### src/rtl/cdc_sync_bank.sv
// Multi-channel level synchroniser: per-channel flop chain, optional stability
// filter, registered edge pulses and a shared saturating glitch counter.
module cdc_sync_bank #(
    parameter int unsigned          CHANNELS      = 8,
    parameter int unsigned          SYNC_STAGES   = 2,
    parameter int unsigned          FILTER_CYCLES = 0,
    parameter logic [CHANNELS-1:0]  RESET_LEVEL   = '0
) (
    input  logic                clk,
    input  logic                rst_n_i,
    input  logic [CHANNELS-1:0] async_i,
    input  logic                clr_glitch_i,
    output logic [CHANNELS-1:0] level_o,
    output logic [CHANNELS-1:0] rise_o,
    output logic [CHANNELS-1:0] fall_o,
    output logic                any_change_o,
    output logic [15:0]         glitch_cnt_o
);

    logic [SYNC_STAGES-1:0][CHANNELS-1:0] sync_q;
    logic [CHANNELS-1:0]                  s_out;
    logic [CHANNELS-1:0]                  level_next;
    logic                                 reject_any;

    always_ff @(posedge clk or negedge rst_n_i) begin
        if (!rst_n_i) begin
            sync_q <= {SYNC_STAGES{RESET_LEVEL}};
        end else begin
            sync_q <= {sync_q[SYNC_STAGES-2:0], async_i};
        end
    end

    assign s_out = sync_q[SYNC_STAGES-1];

    generate
        if (FILTER_CYCLES == 0) begin : g_bypass
            assign level_next = s_out;
            assign reject_any = 1'b0;
        end else begin : g_filter
            localparam int unsigned CW = $clog2(FILTER_CYCLES + 1);
            logic [CHANNELS-1:0] reject;

            for (genvar c = 0; c < CHANNELS; c++) begin : g_ch
                logic [CW-1:0] cnt_q;

                // A stable cycle that ends a non-zero run is a rejected glitch.
                always_comb begin
                    level_next[c] = level_o[c];
                    reject[c]     = 1'b0;
                    if (s_out[c] == level_o[c]) begin
                        reject[c] = (cnt_q != '0);
                    end else if (cnt_q == CW'(FILTER_CYCLES - 1)) begin
                        level_next[c] = s_out[c];
                    end
                end

                always_ff @(posedge clk or negedge rst_n_i) begin
                    if (!rst_n_i) begin
                        cnt_q <= '0;
                    end else if (s_out[c] == level_o[c]) begin
                        cnt_q <= '0;
                    end else if (cnt_q == CW'(FILTER_CYCLES - 1)) begin
                        cnt_q <= '0;
                    end else begin
                        cnt_q <= cnt_q + 1'b1;
                    end
                end
            end

            assign reject_any = |reject;
        end
    endgenerate

    always_ff @(posedge clk or negedge rst_n_i) begin
        if (!rst_n_i) begin
            level_o      <= RESET_LEVEL;
            rise_o       <= '0;
            fall_o       <= '0;
            any_change_o <= 1'b0;
        end else begin
            level_o      <= level_next;
            rise_o       <= level_next & ~level_o;
            fall_o       <= ~level_next & level_o;
            any_change_o <= |(level_next ^ level_o);
        end
    end

    // Without a filter reject_any is tied low, so the counter holds zero.
    always_ff @(posedge clk or negedge rst_n_i) begin
        if (!rst_n_i) begin
            glitch_cnt_o <= '0;
        end else if (clr_glitch_i) begin
            glitch_cnt_o <= '0;
        end else if (reject_any && (glitch_cnt_o != '1)) begin
            glitch_cnt_o <= glitch_cnt_o + 16'd1;
        end
    end

endmodule
### config.mk
export PLATFORM = sky130hd
export DESIGN_NAME = cdc_sync_bank
export DESIGN_NICKNAME = d
export VERILOG_FILES = /design/src/rtl/cdc_sync_bank.sv
export SDC_FILE = /design/constraint.sdc
export NUM_CORES = 1
export LEC_CHECK = 0
export CORE_MARGIN = 2
export CORE_UTILIZATION = 46
export CTS_CLUSTER_DIAMETER = 30
export DETAILED_ROUTE_END_ITERATION = 6
export HOLD_SLACK_MARGIN = 0.12
export PLACE_DENSITY = 0.93
export SLEW_MARGIN = 20
export SYNTH_ARGS = -nofsm -noshare
export SYNTH_HDL_FRONTEND = slang
export SYNTH_SLANG_ARGS = --single-unit
### constraint.sdc
create_clock -name clk -period 3.7 [get_ports clk]
set_clock_uncertainty 0.2 [all_clocks]
set_input_delay 0.74 -clock clk [delete_from_list [all_inputs] [get_ports clk]]
set_output_delay 0.74 -clock clk [all_outputs]
set_load 0.1 [all_outputs]
==> results.toml <==
[die]
row_count = 20
die_y_um = 59.7
die_w_um = 59.7
core_area_um2 = 3000
initial_core_util_pct = 47.6
num_io_pins = 52
dieArea_um2 = 3570

[logic_synthesis]
synth-seq-area-share_pct = 71.8
ys_warn_count = 0
syn_avg_cell_area_um2 = 15.4
syn_inst = 93
synth_seq_cells = 41
yosysUniqueCellTypes = 7
synth_area_um2 = 1430

[cells_and_area]
final_common_cell = "dfrtp_1"
fin_cells = 167
fillers = 226
fin_nets = 160
postLayoutCellArea_um2 = 1790
drive_gt1_share_pct = 6.72
antenna_cells = 0
final_cell_mix = "dfrtp_1 (41), clkdlybuf4s50_1 (32), inv_1 (16), ha_1 (16), conb_1 (16)"
area_growth_pct = 25.3

[timing]
finalSetupTns_ns = 0
rsz0062_at_grt = "no"
setup_violations = 0
tightest_slew_ns = 0.985
report.final.slew_viol_count = 0
finalHoldViolCount = 0
max_freq_mhz = 351
layout_setup_ws_ns = 0.851
fin_crit_ns = 2.85
slew_headroom_pct = 34.1
min_period_over_period_pct = 77.0

[run]
max_cap_violations = 0

[critical_path]
cp-end-kind = "output port"
cp_slowest_cell = "clkdlybuf4s50_1"
critical_path_buf_inv_count = 1
crit_required_ns = 2.76
slowest_delay_ns = 1.16
cp_top_family = "buffers and inverters"
critPathArrivalTime_ns = 1.91
path_class = "reg2out"
cp_max_fo = 3
critPathLaunchType = "flip-flop"
path_cells = "clkdlybuf4s50_1"

[global_route]
gr-usage-all-layers_pct = 11.6
grt_antenna_before_repair = 0
grt_pass1_wl_mm = 2.81
grt_start_max_net_pins = 42
grt_pass1_vias = 683
grt-ovfl-total = 0

[placement]
dpl.hpwl_mm = 1.41
place_area_um2 = 1740
portBuffers = 34
dp_cells = 159
dp_slack_ns = 1.23
gp_congestion = 0.727

[cts]
clockBufferDepth = 2
postCtsHoldBufs = 0
numCtsBuffers = 5
ctsHtreeMaxLevel = 2
clk_pin_slew_ns = 0.11
cts.sinks = 41
cts-root-buf = "clkbuf_4"
tritoncts = "yes"
insertion_delay_ns = 0.34
cts_resized = 0
postCtsSetupRepairBufs = 0

[route]
dr.first_iter.drc_count = 10
drtAntennaViolNets = 0
viasPerCell = 4.22
via_count = 704
wl_per_cell_um = 10.8
dr.pass1.iters = 4
drc = 0
drt_wl_total_mm = 1.81

[outcome]
status = "completed"

[power_and_ir_drop]
p_leak_nw = 0.920
vdd_drop_max_mv = 0.276
powerDensity_nw_per_um2 = 512

[min_path]
hp-class = "reg2reg"
sequential cells by signal (all words and copies together), names as in the netlist:
signal / cells
fall_o: 8
level_o: 8
sync_q: 8
rise_o: 8
level_next: 8
any_change_o: 1
power by group:
| part | internal (mW) | leakage (nW) | total [mW] | switching, mW |
|---|---|---|---|---|
| clock network | 0.0724 | 0.0320 | 0.206 | 0.133 |
| logic | 0.0360 | 0.394 | 0.230 | 0.194 |
| registers | 0.470 | 0.495 | 0.480 | 0.0106 |
layout make-up:
class	count	area, um2	share of cell area, %
sequential	41	1030	57.3
timing repair buffer	34	333	18.6
multi-input combinational	35	279	15.6
inverter	16	60.1	3.35
clock buffer	6	41.3	2.31
tap	33	41.3	2.31
clock inverter	2	10.0	0.559
per-layer routing:
layer	vias to the layer above	wire, um	global-route usage (%)
li1	325	-	-
met1	335	622	10.1
met2	38	972	20.8
met3	6	154	4.55
met4	0	61	8.57
met5	-	0	0
cell families (layout without fill, tap and decap cells):
family | Yosys count | in the layout | share of synthesized area [%]
DFF | 41 | 41 | 71.8
buffers and inverters | 32 | 58 | 12.6
adders and majority gates | 16 | 16 | 14.0
and+or+nand+nor | 3 | 3 | 1.31
other | 1 | 16 | 0.262
final timing paths:
check	end	startpoint	slack (ns)	cells after the start
max in group asynchronous	sync_q[4]	rst_n_i	2.50	1
worst max register to register	any_change_o	level_o[3]	2.34	4
worst min-delay path	level_next[3]	sync_q[3]	0.15	0
worst min register to register	level_next[3]	sync_q[3]	0.15	0
min in group asynchronous	fall_o[2]	rst_n_i	0.28	1
worst max-delay path	level_o[2]	level_o[2]	0.85	1
Yosys cell counts:
cell type | count | share of area [%]
or2_1 | 1 | 0.44
nand4_1 | 2 | 0.88
dfrtp_1 | 41 | 72
inv_1 | 16 | 4.2
ha_1 | 16 | 14
conb_1 | 1 | 0.26
buf_4 | 16 | 8.4
stage by stage:
stage                     power, mW  hold slack (ns)  utilization [%]
after floorplan               0.682            0.131                -
after global placement        0.717            0.133             57.9
after detailed placement      0.722            0.136             57.9
after CTS                     0.927            0.161             59.6
after global routing          0.949            0.159             59.6
final                         0.916            0.148             59.6
No activity file was read; power rests on OpenSTA's default activity.
